**src/rtl/grf_wb_queue_if.sv**
```systemverilog
// rtl/grf_wb_queue_if.sv - producer, GRF and lookup bundle of the write-back queue
//
// Ports (as seen from the queue, modport slave):
//   pipe_valid/pipe_a3/pipe_wd/pipe_pc  in   W-stage write request
//   pipe_ready                          out  queue takes a pipe request this cycle
//   md_valid/md_a3/md_wd/md_pc          in   mult/div write request
//   md_ready                            out  queue takes an md request this cycle
//   grf_wen/grf_a3/grf_wd3/grf_pc       out  head entry towards the GRF write port
//   q_a1/q_a2                           in   D-stage lookup addresses
//   pend1/pend2, pend_wd1/pend_wd2      out  pending-write hit and youngest data
interface grf_wb_queue_if #(
  parameter int AW = 5,
  parameter int DW = 32
);
  logic          pipe_valid;
  logic [AW-1:0] pipe_a3;
  logic [DW-1:0] pipe_wd;
  logic [31:0]   pipe_pc;
  logic          pipe_ready;

  logic          md_valid;
  logic [AW-1:0] md_a3;
  logic [DW-1:0] md_wd;
  logic [31:0]   md_pc;
  logic          md_ready;

  logic          grf_wen;
  logic [AW-1:0] grf_a3;
  logic [DW-1:0] grf_wd3;
  logic [31:0]   grf_pc;

  logic [AW-1:0] q_a1;
  logic [AW-1:0] q_a2;
  logic          pend1;
  logic          pend2;
  logic [DW-1:0] pend_wd1;
  logic [DW-1:0] pend_wd2;

  modport master (
    output pipe_valid, pipe_a3, pipe_wd, pipe_pc,
    output md_valid, md_a3, md_wd, md_pc,
    output q_a1, q_a2,
    input  pipe_ready, md_ready,
    input  grf_wen, grf_a3, grf_wd3, grf_pc,
    input  pend1, pend2, pend_wd1, pend_wd2
  );

  modport slave (
    input  pipe_valid, pipe_a3, pipe_wd, pipe_pc,
    input  md_valid, md_a3, md_wd, md_pc,
    input  q_a1, q_a2,
    output pipe_ready, md_ready,
    output grf_wen, grf_a3, grf_wd3, grf_pc,
    output pend1, pend2, pend_wd1, pend_wd2
  );
endinterface

```
**src/rtl/grf_wb_queue.sv**
```systemverilog
// rtl/grf_wb_queue.sv - in-order write-back queue merging W-stage and mult/div results into the GRF
//
// Ports:
//   clk    in  rising-edge clock
//   reset  in  asynchronous active-low reset
//   bus    grf_wb_queue_if.slave
//          two producer request channels (pipe_*, md_*), the GRF write port (grf_*),
//          and the D-stage pending-write lookup (q_a1/q_a2 -> pend1/2, pend_wd1/2)
module grf_wb_queue #(
  parameter int DEPTH = 4,
  parameter int AW    = 5,
  parameter int DW    = 32
) (
  input  logic          clk,
  input  logic          reset,
  grf_wb_queue_if.slave bus
);

  localparam int PW = $clog2(DEPTH);
  localparam int CW = PW + 1;
  localparam logic [CW-1:0] FULL     = CW'(DEPTH);
  localparam logic [CW-1:0] ONE_LEFT = CW'(DEPTH - 1);

  logic [AW-1:0] a3_mem [DEPTH];
  logic [DW-1:0] wd_mem [DEPTH];
  logic [31:0]   pc_mem [DEPTH];

  logic [PW-1:0] wr_ptr;
  logic [PW-1:0] rd_ptr;
  logic [CW-1:0] count;

  logic          deq;
  logic          pipe_enq;
  logic          md_enq;
  logic [1:0]    enq_n;
  logic [PW-1:0] md_slot;

  // Readiness looks only at the registered count: the head leaving this
  // cycle is not credited, which keeps ready free of any GRF-side path.
  assign bus.pipe_ready = (count != FULL);
  assign bus.md_ready   = (count < ONE_LEFT) || ((count == ONE_LEFT) && !bus.pipe_valid);

  // Writes to $0 are accepted (the producer moves on) but never stored.
  assign pipe_enq = bus.pipe_valid && bus.pipe_ready && (bus.pipe_a3 != '0);
  assign md_enq   = bus.md_valid   && bus.md_ready   && (bus.md_a3   != '0);
  assign enq_n    = {1'b0, pipe_enq} + {1'b0, md_enq};

  // The md entry lands behind the pipe entry when both arrive together.
  assign md_slot  = pipe_enq ? (wr_ptr + PW'(1)) : wr_ptr;

  // The GRF never stalls, so the head retires every non-empty cycle.
  assign deq = (count != '0);

  always_ff @(posedge clk or negedge reset) begin
    if (!reset) begin
      wr_ptr <= '0;
      rd_ptr <= '0;
      count  <= '0;
      for (int i = 0; i < DEPTH; i++) begin
        a3_mem[i] <= '0;
        wd_mem[i] <= '0;
        pc_mem[i] <= '0;
      end
    end else begin
      if (pipe_enq) begin
        a3_mem[wr_ptr] <= bus.pipe_a3;
        wd_mem[wr_ptr] <= bus.pipe_wd;
        pc_mem[wr_ptr] <= bus.pipe_pc;
      end
      if (md_enq) begin
        a3_mem[md_slot] <= bus.md_a3;
        wd_mem[md_slot] <= bus.md_wd;
        pc_mem[md_slot] <= bus.md_pc;
      end
      wr_ptr <= wr_ptr + PW'(enq_n);
      if (deq) begin
        rd_ptr <= rd_ptr + PW'(1);
      end
      count <= count + CW'(enq_n) - CW'(deq);
    end
  end

  assign bus.grf_wen = deq;
  assign bus.grf_a3  = deq ? a3_mem[rd_ptr] : '0;
  assign bus.grf_wd3 = deq ? wd_mem[rd_ptr] : '0;
  assign bus.grf_pc  = deq ? pc_mem[rd_ptr] : '0;

  logic          hit1;
  logic          hit2;
  logic [DW-1:0] hit_wd1;
  logic [DW-1:0] hit_wd2;

  // Walk live entries oldest to youngest so the last match wins. The head is
  // included on purpose: it is being written this cycle, and the GRF read
  // bypass would return the same value.
  always_comb begin : lookup
    logic [PW-1:0] idx;
    logic          live;
    hit1    = 1'b0;
    hit2    = 1'b0;
    hit_wd1 = '0;
    hit_wd2 = '0;
    idx     = '0;
    live    = 1'b0;
    for (int i = 0; i < DEPTH; i++) begin
      idx  = rd_ptr + PW'(i);
      live = (CW'(i) < count);
      if (live && (bus.q_a1 != '0) && (a3_mem[idx] == bus.q_a1)) begin
        hit1    = 1'b1;
        hit_wd1 = wd_mem[idx];
      end
      if (live && (bus.q_a2 != '0) && (a3_mem[idx] == bus.q_a2)) begin
        hit2    = 1'b1;
        hit_wd2 = wd_mem[idx];
      end
    end
  end

  assign bus.pend1    = hit1;
  assign bus.pend2    = hit2;
  assign bus.pend_wd1 = hit_wd1;
  assign bus.pend_wd2 = hit_wd2;

endmodule
```
**src/flat_wrapper.sv**
```systemverilog
// flat-port wrapper written by rule: the top's interface ports become plain ports
module grf_wb_queue_flat 
#(
  parameter int DEPTH = 4,
  parameter int AW    = 5,
  parameter int DW    = 32
)
  (clk, reset, bus_pipe_valid, bus_pipe_a3, bus_pipe_wd, bus_pipe_pc, bus_md_valid, bus_md_a3, bus_md_wd, bus_md_pc, bus_q_a1, bus_q_a2, bus_pipe_ready, bus_md_ready, bus_grf_wen, bus_grf_a3, bus_grf_wd3, bus_grf_pc, bus_pend1, bus_pend2, bus_pend_wd1, bus_pend_wd2);
  grf_wb_queue_if #(.AW(AW), .DW(DW)) bus_i ();
  input  logic clk;
  input  logic reset;
  input wire logic [$bits(bus_i.pipe_valid)-1:0] bus_pipe_valid;
  input wire logic [$bits(bus_i.pipe_a3)-1:0] bus_pipe_a3;
  input wire logic [$bits(bus_i.pipe_wd)-1:0] bus_pipe_wd;
  input wire logic [$bits(bus_i.pipe_pc)-1:0] bus_pipe_pc;
  input wire logic [$bits(bus_i.md_valid)-1:0] bus_md_valid;
  input wire logic [$bits(bus_i.md_a3)-1:0] bus_md_a3;
  input wire logic [$bits(bus_i.md_wd)-1:0] bus_md_wd;
  input wire logic [$bits(bus_i.md_pc)-1:0] bus_md_pc;
  input wire logic [$bits(bus_i.q_a1)-1:0] bus_q_a1;
  input wire logic [$bits(bus_i.q_a2)-1:0] bus_q_a2;
  output wire logic [$bits(bus_i.pipe_ready)-1:0] bus_pipe_ready;
  output wire logic [$bits(bus_i.md_ready)-1:0] bus_md_ready;
  output wire logic [$bits(bus_i.grf_wen)-1:0] bus_grf_wen;
  output wire logic [$bits(bus_i.grf_a3)-1:0] bus_grf_a3;
  output wire logic [$bits(bus_i.grf_wd3)-1:0] bus_grf_wd3;
  output wire logic [$bits(bus_i.grf_pc)-1:0] bus_grf_pc;
  output wire logic [$bits(bus_i.pend1)-1:0] bus_pend1;
  output wire logic [$bits(bus_i.pend2)-1:0] bus_pend2;
  output wire logic [$bits(bus_i.pend_wd1)-1:0] bus_pend_wd1;
  output wire logic [$bits(bus_i.pend_wd2)-1:0] bus_pend_wd2;
  assign bus_i.pipe_valid = bus_pipe_valid;
  assign bus_i.pipe_a3 = bus_pipe_a3;
  assign bus_i.pipe_wd = bus_pipe_wd;
  assign bus_i.pipe_pc = bus_pipe_pc;
  assign bus_i.md_valid = bus_md_valid;
  assign bus_i.md_a3 = bus_md_a3;
  assign bus_i.md_wd = bus_md_wd;
  assign bus_i.md_pc = bus_md_pc;
  assign bus_i.q_a1 = bus_q_a1;
  assign bus_i.q_a2 = bus_q_a2;
  assign bus_pipe_ready = bus_i.pipe_ready;
  assign bus_md_ready = bus_i.md_ready;
  assign bus_grf_wen = bus_i.grf_wen;
  assign bus_grf_a3 = bus_i.grf_a3;
  assign bus_grf_wd3 = bus_i.grf_wd3;
  assign bus_grf_pc = bus_i.grf_pc;
  assign bus_pend1 = bus_i.pend1;
  assign bus_pend2 = bus_i.pend2;
  assign bus_pend_wd1 = bus_i.pend_wd1;
  assign bus_pend_wd2 = bus_i.pend_wd2;
  grf_wb_queue #(.DEPTH(DEPTH), .AW(AW), .DW(DW)) u_core (.clk(clk), .reset(reset), .bus(bus_i));
endmodule
```
**config.mk**
```make
export PLATFORM = sky130hd
export DESIGN_NAME = grf_wb_queue_flat
export DESIGN_NICKNAME = d
export VERILOG_FILES = /design/src/rtl/grf_wb_queue_if.sv /design/src/rtl/grf_wb_queue.sv /design/src/flat_wrapper.sv
export SDC_FILE = /design/constraint.sdc
export NUM_CORES = 1
export LEC_CHECK = 0
export CORE_MARGIN = 4
export CORE_UTILIZATION = 55
export CTS_CLUSTER_DIAMETER = 50
export DETAILED_ROUTE_END_ITERATION = 7
export PLACE_DENSITY_LB_ADDON = 0.25
export SLEW_MARGIN = 40
export SYNTH_ARGS = -nofsm -noshare
export SYNTH_HDL_FRONTEND = slang
export SYNTH_SLANG_ARGS = --single-unit
```
**constraint.sdc**
```tcl
create_clock -name clk -period 3.2 [get_ports clk]
set_input_delay 0.64 -clock clk [delete_from_list [all_inputs] [get_ports clk]]
set_output_delay 0.64 -clock clk [all_outputs]
set_load 0.02 [all_outputs]
```
==> impl_metrics.py, run 1 <==
metrics = {
    "outcome": {
        "status": "complete, but fails checks",
        "violations": "negative setup slack",
    },
    "sta": {
        "layout_setup_ws_ns": -0.909,
        "fin_crit_sh_pct": 128,
        "max_freq_ghz": 0.243,
        "setup_viol": 93,
        "hold_viol_final": 0,
        "holdWs_ns": 0.0623,
        "tightest_slew_ns": 0.747,
        "fin_skew_ns": 0.0193,
        "finalCriticalPeriod_ns": 4.11,
        "drv_slew": 0,
        "rsz0062_at_grt": "true",
        "setup_tns_ns": -53.91,
        "slew_headroom_pct": 50.2,
    },
    "die": {
        "start_util_pct": 55.6,
        "rows": 70,
        "die_x_um": 200,
        "core-area_mm2": 0.0366,
        "dieArea_mm2": 0.0402,
        "ioPinCount": 290,
        "die_height_um": 200,
    },
    "pwr": {
        "p_leak_nw": 14.0,
        "power_density_mw_per_mm2": 1290,
        "power_mw": 37.8,
        "peakVddDrop_mv": 1.04,
    },
    "place": {
        "io_buffer_count": 289,
        "place_area_mm2": 0.0253,
        "dp_hpwl_mm": 43.4,
        "place_congestion": 0.893,
    },
    "clock_network": {
        "clkTransAtPathRegs_ns": 0.06,
        "clockBufferDepth": 3,
        "cts.sinks": 283,
        "cts_tree": "built",
        "ctsRootBufferMaster": "clkbuf_16",
        "cts-buffers-inserted": 36,
        "worstSkewPairLatency_ns": 0.53,
        "cts_htree_levels": 2,
    },
    "synth": {
        "synthCells": 2222,
        "netlist_area_mm2": 0.0204,
        "synth_flop_cell": "dfrtp_1",
        "yosysSeqAreaShare_pct": 34.8,
        "synth_edf_count": 0,
        "yosysWarnings": 0,
        "synth-async-reset-ratio_pct": 100,
        "synth_fp_nets": 2384,
        "yosysUniqueCellTypes": 53,
        "syn-mean-instance-area_um2": 9.17,
        "ys_ff_latch": 283,
    },
    "grt": {
        "grt_max_degree": 71,
        "grt_use_total_pct": 32.7,
        "antenna_found_initial": 12,
        "grt_pass1_wl_mm": 108,
        "overflow": 0,
        "first_global_vias": 19900,
    },
    "critical_path": {
        "start_kind": "flip-flop",
        "r2r-end": "u_core.wd_mem[1]",
        "cp-end-kind": "output pin",
        "cp.arrival_ns": 3.47,
        "cp.required_ns": 2.56,
        "r2r_slack_ns": 0.34,
        "reg2regPathDepth": 9,
        "reg2reg_from": "u_core.count[2]",
        "crit_fanout": 11,
        "critical_path_class": "flip-flop to output pin",
    },
    "run": {
        "drv_cap": 0,
    },
    "cells_and_area": {
        "drive_above_1_share_pct": 30.6,
        "final_area_mm2": 0.0292,
        "multiInputGateArea_mm2": 0.0138,
        "final_nets": 2813,
        "layout_commonest_cell": "mux2i_1",
        "area_growth_pct": 43.3,
        "fillers": 2156,
        "seqCellArea_mm2": 0.00709,
        "layout_common_cells": "mux2i_1 (403), nand2_1 (292), dfrtp_1 (281)",
    },
    "drt": {
        "dr.pass1.iters": 5,
        "antenna_left": 0,
        "drc_errors": 0,
        "viasPerCell": 6.39,
        "vias": 20100,
        "drt_iter0_drc": 1875,
        "finalWirelength_mm": 75.3,
        "wl_per_cell_um": 23.9,
    },
    "worst_hold_path": {
        "holdCritPathClass": "primary input to asynchronous set/reset pin",
    },
}
==> cell type report <==
cell class	instances	share of cell area [%]
antenna	8	0.0686
clock buffer	45	3.45
clock inverter	18	0.750
inverter	13	0.167
multi-input combinational	1728	47.2
sequential	283	24.3
tap	468	2.01
timing repair buffer	589	22.1
==> worst max-delay path by stage <==
stage                           startpoint          endpoint  slack, ns  cells after the start
final                     u_core.rd_ptr[0]  bus_pend_wd2[30]      -0.91                     11
after global routing      u_core.rd_ptr[0]  bus_pend_wd2[30]      -0.98                     11
after CTS                 u_core.rd_ptr[0]  bus_pend_wd2[31]      -0.93                     13
after detailed placement       bus_q_a2[3]  bus_pend_wd2[22]      -1.05                     12
after global placement         bus_q_a2[2]   bus_pend_wd2[0]      -1.09                      8
after floorplan                bus_q_a2[0]  bus_pend_wd2[31]      0.002                      9
==> state kept, by name (all words and copies together) (netlist names) <==
register	cells
u_core.a3_mem	20
u_core.rd_ptr	2
u_core.count	3
u_core.pc_mem	128
u_core.wr_ptr	2
u_core.wd_mem	128
==> kinds of logic (layout without fill, tap and decap cells) <==
family / count (synthesis) / in the layout / synth area share [%]
adder cells (fa/ha/maj): 10 / 10 / 0.651
flip-flops: 283 / 283 / 34.8
XOR/XNOR: 45 / 45 / 1.93
AO/OA/AOI/OAI: 521 / 521 / 15.3
multiplexers: 527 / 527 / 29.2
other: 0 / 8 / 0
AND/OR/NAND/NOR: 625 / 625 / 13.1
buffers and inverters: 211 / 665 / 4.98
==> per-layer routing <==
metal / routed length [um] / vias to the layer above / global-route usage (%)
li1: - / 8811 / -
met1: 27500 / 9752 / 40.1
met2: 36200 / 1228 / 54.8
met3: 6700 / 350 / 6.61
met4: 4930 / 8 / 17.1
met5: 59 / - / 0
==> through the flow <==
step           setup WS [ns]  util [%]  instances
5_1_grt               -0.981      79.7       3150
6_report              -0.909      79.7       3152
3_5_place_dp           -1.05      69.1       2993
4_1_cts               -0.928      74.4       3083
3_3_place_gp           -1.09      69.1       2992
2_1_floorplan        0.00219         -       2222
==> Yosys cell counts (all sizes together) (2+ instances only) <==
cell    instances  area (um^2)
nand2         303         1140
buf           120          673
nor3b           2         15.0
ha              9          113
or3             6         42.5
nor3           14         75.1
nor4            5         37.5
xor2           11         96.3
inv            13         48.8
nor2          181          679
mux2i         446         4460
clkbuf         78          293
dfrtp         283         7080
o211a          31          310
nor2b          39          244
nand3          33          165
a211oi          3         35.0
nand4           2         12.5
a22oi          31          378
mux2           31          349
and2            3         18.8
o21ai         238         1190
mux4           50         1140
o211ai          4         43.8
or2             2         12.5
o22ai          32          200
xnor2          34          298
nand2b         31          194
a21oi         175          887
==> repair_timing <==
action,CTS,global route
gates cloned,10,9
resized for setup,532,484
hold buffers,0,0
buffers inserted,17,59
pin swaps,4,57
setup endpoints to repair,131,125
==> report_power, final <==
part	internal [mW]	switching [mW]	total [mW]	leakage, nW
registers	5.48	1.51	6.98	3.34
clock network	2.51	1.65	4.16	0.603
logic	12.8	13.8	26.6	10.1
==> worst max-delay path, stage by stage, from the launching register on <==
cell and delay, ns:
dfrtp_4 0.46, buf_6 0.15, mux4_2 0.58, or3_4 0.38
a21oi_4 0.15, o211ai_4 0.13, buf_12 0.17, buf_12 0.15
mux2i_1 0.22, nand3_2 0.11, a22oi_2 0.28, buf_6 0.16
No activity file was read; power rests on OpenSTA's default activity.
==> run 2: changes to the inputs <==
--- a/config.mk
+++ b/config.mk
@@ -10,6 +10,7 @@
 export CTS_CLUSTER_DIAMETER = 50
 export DETAILED_ROUTE_END_ITERATION = 7
 export PLACE_DENSITY_LB_ADDON = 0.25
+export SKIP_LAST_GASP = 1
 export SLEW_MARGIN = 40
 export SYNTH_ARGS = -nofsm -noshare
 export SYNTH_HDL_FRONTEND = slang
==> run 2 against run 1 <==
The flow still finishes with violations (negative setup slack). Design area fell by 3.4%. Clock power barely moved. Combinational power fell by 7%. Die area did not move. Maximum frequency rose by 1.4%. Total power fell by 5.2%. Via count fell by 2.0%. Clock skew rose by 0.0033 ns. Setup slack improved by 0.057 ns. Critical endpoint is now bus_pend_wd1[0].
==> impl_metrics.py, run 2 (synthesized netlist as in run 1, its figures left out) <==
metrics = {
    "cells_and_area": {
        "final_area_mm2": 0.0282,
        "area_growth_pct": 38.5,
        "fin_util_pct": 77.0,
        "layout_common_cells": "mux2i_1 (425), nand2_1 (296), dfrtp_1 (281)",
        "final_nets": 2789,
        "layout_commonest_cell": "mux2i_1",
        "reg_top3": "u_core.pc_mem x128, u_core.wd_mem x128, u_core.a3_mem x20",
        "drive_above_1_share_pct": 27.1,
    },
    "die": {
        "core-area_mm2": 0.0366,
        "ioPinCount": 290,
        "start_util_pct": 55.6,
        "rows": 70,
        "die_height_um": 200,
        "die_x_um": 200,
        "dieArea_mm2": 0.0402,
    },
    "critical_path": {
        "crit_fanout": 6,
        "path_delay_family": "buffers and inverters",
        "start_kind": "flip-flop",
        "crit_chain": "buf_6 -> mux4_2 -> buf_6 -> and2_1 -> o2111a_2 -> a211oi_4 -> buf_4 -> clkbuf_16 -> buf_6 -> nand2b_1 -> o211a_1 -> o22ai_2 -> buf_6",
        "cp.arrival_ns": 3.41,
        "cp-end-kind": "output pin",
        "cp_slowest_cell": "mux4_2",
        "critical_path_class": "flip-flop to output pin",
        "crit_buf_inv": 6,
        "cp.required_ns": 2.56,
        "critPathMostFrequentCell": "buf_6",
        "max_stage_delay_ns": 0.56,
    },
    "sta": {
        "slew_headroom_pct": 52.7,
        "setup_viol": 98,
        "hold_viol_final": 0,
        "tightest_slew_ns": 0.709,
        "rsz0062_at_grt": "true",
        "layout_setup_ws_ns": -0.852,
        "finalCriticalPeriod_ns": 4.05,
        "max_freq_ghz": 0.247,
        "fin_crit_sh_pct": 127,
        "fin_skew_ns": 0.0227,
        "drv_slew": 0,
        "setup_tns_ns": -53.63,
    },
    "drt": {
        "dr.pass1.iters": 6,
        "antenna_left": 0,
        "viasPerCell": 6.31,
        "finalWirelength_mm": 72.6,
        "drt_iter0_drc": 1647,
        "wl_per_cell_um": 23.2,
        "vias": 19700,
        "drc_errors": 0,
    },
    "place": {
        "place_area_mm2": 0.0253,
        "dp_slack_ns": -1.05,
        "dp_hpwl_mm": 43.4,
        "place_congestion": 0.893,
        "io_buffer_count": 289,
    },
    "pwr": {
        "power_density_mw_per_mm2": 1270,
        "seqPwrFrac_pct": 19.2,
        "power.switching_mw": 16.0,
        "p_leak_nw": 13.9,
        "combinationalPowerShare_pct": 69.2,
        "internal-power_mw": 19.8,
        "switching_share_pct": 44.7,
        "power_mw": 35.8,
        "peakVddDrop_mv": 1.01,
        "p_clk_share_pct": 11.6,
    },
    "clock_network": {
        "clkTransAtPathRegs_ns": 0.06,
        "cts-buffers-inserted": 36,
        "cts_htree_levels": 2,
        "ctsRootBufferMaster": "clkbuf_16",
        "worstSkewPairLatency_ns": 0.53,
        "cts.sinks": 283,
        "clockBufferDepth": 3,
        "cts_tree": "built",
    },
    "grt": {
        "grt_pass1_wl_mm": 107,
        "grt_max_degree": 71,
        "first_global_vias": 19800,
        "antenna_found_initial": 13,
        "grt_use_total_pct": 32.6,
        "overflow": 0,
    },
    "worst_hold_path": {
        "holdCritPathClass": "primary input to asynchronous set/reset pin",
    },
    "run": {
        "drv_cap": 0,
    },
    "outcome": {
        "violations": "negative setup slack",
        "status": "complete, but fails checks",
    },
}
run 2: cell type report:
class                   count  area [um^2]
clock inverters            18          219
repair buffers            565         6020
diodes                      8         20.0
flip-flops and latches    283         7090
fillers                  2338         8400
inverters                  13         48.8
clock buffers              45         1010
well taps                 468          586
multi-input cells        1728        13200
run 2: layer usage:
layer / vias up / global-route usage [%] / wire length [um]
li1: 8741 / - / -
met1: 9592 / 40.0 / 27000
met2: 1066 / 54.9 / 34900
met3: 340 / 6.45 / 6220
met4: 10 / 16.8 / 4380
met5: - / 0 / 72
run 2: metrics by stage:
stage | cells | hold WS [ns]
6_report | 3128 | 0.0519
3_5_place_dp | 2993 | 0.557
2_1_floorplan | 2222 | 0.344
5_1_grt | 3126 | 0.0979
3_3_place_gp | 2992 | 0.537
4_1_cts | 3083 | 0.0735
run 2: path summary, 6_finish.rpt:
check | start | to | slack (ns) | cells past startpoint
worst max-delay path | u_core.rd_ptr[0] | bus_pend_wd1[0] | -0.85 | 13
worst min-delay path | reset | u_core.wd_mem[39] | 0.05 | 1
worst max register to register | u_core.count[2] | u_core.wd_mem[27] | 0.44 | 10
worst min register to register | u_core.pc_mem[31] | u_core.pc_mem[31] | 0.56 | 2
max in group asynchronous | reset | u_core.wd_mem[21] | 2.36 | 2
min in group clk | u_core.pc_mem[31] | u_core.pc_mem[31] | 0.56 | 2
run 2: power groups by stage:
stage	logic, mW	clock network [mW]	registers, mW
floorplan	13.6	0	6.37
global placement	20.9	0	6.64
detailed placement	21.5	0	6.82
CTS	22.5	4.19	6.72
global route	26.3	4.36	7.04
finish	24.8	4.15	6.88
run 2: what timing repair did:
action | CTS | global route
resized for setup | 397 | 435
endpoints found under the setup margin | 131 | 125
gates cloned | 10 | 8
hold buffers | 0 | 0
setup buffers | 17 | 32
pin swaps | 4 | 56
==> run 3: changes to the inputs <==
--- a/config.mk
+++ b/config.mk
@@ -15,3 +15,4 @@
 export SYNTH_ARGS = -nofsm -noshare
 export SYNTH_HDL_FRONTEND = slang
 export SYNTH_SLANG_ARGS = --single-unit
+export TNS_END_PERCENT = 20
==> run 3 against run 2 <==
The run still ends with negative setup slack left. Clock-buffer cell count grew 10. Critical path depth is the same. Utilization shrank 2.7 points. Combinational power shrank 8.9%. Clock skew shrank 0.0039 ns. Sequential power shrank 1%.
==> impl_metrics.py, run 3 (synthesized netlist as in run 1, its figures left out) <==
metrics = {
    "outcome": {
        "status": "complete, but fails checks",
        "violations": "negative setup slack",
    },
    "pwr": {
        "switching_share_pct": 43.2,
        "peakVddDrop_mv": 0.835,
        "seqPwrFrac_pct": 20.1,
        "p_clk_share_pct": 13.3,
        "power.switching_mw": 14.6,
        "p_leak_nw": 13.3,
        "internal-power_mw": 19.2,
        "power_density_mw_per_mm2": 1240,
        "combinationalPowerShare_pct": 66.7,
    },
    "clock_network": {
        "cts.sinks": 283,
        "worstSkewPairLatency_ns": 0.52,
        "cts_htree_levels": 2,
        "cts-buffers-inserted": 39,
        "cts_tree": "built",
        "ctsRootBufferMaster": "clkbuf_16",
        "clockBufferDepth": 3,
        "cts-hold-fix-buffers": 0,
        "clkTransAtPathRegs_ns": 0.05,
    },
    "sta": {
        "setup_viol": 135,
        "max_freq_ghz": 0.244,
        "layout_setup_ws_ns": -0.893,
        "fin_skew_ns": 0.0188,
        "hold_viol_final": 0,
        "tightest_slew_ns": 0.711,
        "finalCriticalPeriod_ns": 4.09,
        "fin_crit_sh_pct": 128,
        "slew_headroom_pct": 52.2,
        "rsz0062_at_grt": "true",
        "holdWs_ns": 0.102,
        "drv_slew": 0,
    },
    "critical_path": {
        "cp_slowest_cell": "dfrtp_4",
        "start_kind": "flip-flop",
        "crit_chain": "buf_12 -> mux4_2 -> or3_4 -> a21oi_4 -> o211ai_4 -> buf_6 -> o41ai_4 -> buf_6 -> clkbuf_16 -> buf_4 -> nand3_2 -> a22oi_2 -> buf_6",
        "crit_buf_inv": 6,
        "cp.arrival_ns": 3.45,
        "critical_path_class": "flip-flop to output pin",
        "max_stage_delay_ns": 0.48,
        "path_delay_family": "buffers and inverters",
        "cp-end-kind": "output pin",
        "critPathMostFrequentCell": "buf_6",
        "cp.required_ns": 2.56,
        "crit_fanout": 8,
    },
    "place": {
        "dp_hpwl_mm": 42.7,
        "dp_cells": 2985,
        "place_area_mm2": 0.0251,
        "io_buffer_count": 289,
        "place_congestion": 0.936,
    },
    "drt": {
        "wl_per_cell_um": 21.1,
        "drc_errors": 0,
        "wl_met2_mm": 32.4,
        "dr.pass1.iters": 6,
        "vias": 18800,
        "highest_layer": "met5",
        "antenna_left": 0,
        "wl_met1_mm": 25.9,
        "wl_met3_mm": 4.88,
        "drt_iter0_drc": 1351,
        "viasPerCell": 6.06,
        "finalWirelength_mm": 65.3,
    },
    "cells_and_area": {
        "fillers": 2593,
        "layout_common_cells": "mux2i_1 (446), nand2_1 (299), dfrtp_1 (281)",
        "final_area_mm2": 0.0272,
        "layout_commonest_cell": "mux2i_1",
        "layoutNonFillerInstCount": 3096,
        "fin_util_pct": 74.4,
        "multiInputGateArea_mm2": 0.0127,
        "drive_above_1_share_pct": 20.9,
        "area_growth_pct": 33.7,
        "seqCellArea_mm2": 0.00709,
        "reg_top3": "u_core.pc_mem x128, u_core.wd_mem x128, u_core.a3_mem x20",
        "final_nets": 2757,
    },
    "die": {
        "start_util_pct": 55.6,
        "core-area_mm2": 0.0366,
        "die_height_um": 200,
        "ioPinCount": 290,
        "rows": 70,
        "die_x_um": 200,
        "dieArea_mm2": 0.0402,
    },
    "grt": {
        "overflow": 0,
        "grt_max_degree": 95,
        "first_global_vias": 19000,
        "grt_use_total_pct": 30.8,
        "antenna_found_initial": 6,
        "grt_pass1_wl_mm": 102,
    },
    "worst_hold_path": {
        "holdCritPathClass": "primary input to asynchronous set/reset pin",
    },
    "run": {
        "drv_cap": 0,
    },
}
[run 3: timing repair]
item / 4_1_cts / 5_1_grt
gates cloned: 2 / 4
resized for setup: 214 / 178
setup endpoints to repair: 135 / 135
setup buffers: 21 / 10
pin swaps: 13 / 29
[run 3: routing by layer]
layer,up-vias,track usage (%)
li1,8683,-
met1,9111,38.9
met2,816,53.7
met3,155,5.80
met4,4,9.96
met5,-,0
[run 3: area by class of cell]
cell class / count / share of cell area, %
Clock inverter: 15 / 0.671
Sequential cell: 283 / 26.0
Tap cell: 468 / 2.15
Clock buffer: 55 / 4.37
Inverter: 13 / 0.179
Timing Repair Buffer: 530 / 20.0
Multi-Input combinational cell: 1728 / 46.6
Antenna cell: 4 / 0.0368
[run 3: path summary, 6_finish.rpt]
kind / to / startpoint / cells past startpoint / slack [ns]
worst max-delay path: bus_pend_wd2[3] / u_core.rd_ptr[0] / 13 / -0.89
worst min-delay path: u_core.wd_mem[39] / reset / 1 / 0.10
worst max register to register: u_core.wd_mem[45] / u_core.count[2] / 10 / 0.45
worst min register to register: u_core.pc_mem[41] / u_core.pc_mem[41] / 2 / 0.57
max in group asynchronous: u_core.wd_mem[84] / reset / 2 / 2.24
min in group clk: u_core.pc_mem[41] / u_core.pc_mem[41] / 2 / 0.57
[run 3: power groups by stage]
stage | clock (mW) | combinational [mW] | sequential [mW]
after CTS | 4.53 | 21.8 | 6.73
after global placement | 0 | 20.8 | 6.66
after global routing | 4.70 | 24.2 | 6.99
final | 4.49 | 22.6 | 6.79
after floorplan | 0 | 13.4 | 6.37
after detailed placement | 0 | 21.3 | 6.81
[run 3: per-stage QoR]
step | setup slack (ns) | setup TNS, ns | total power [mW]
finish | -0.893 | -81.32 | 33.8
global route | -0.994 | -95.68 | 35.9
CTS | -0.929 | -88.14 | 33.1
detailed placement | -1.18 | -68.17 | 28.1
global placement | -1.19 | -69.22 | 27.5
floorplan | -0.0295 | -0.579 | 19.8
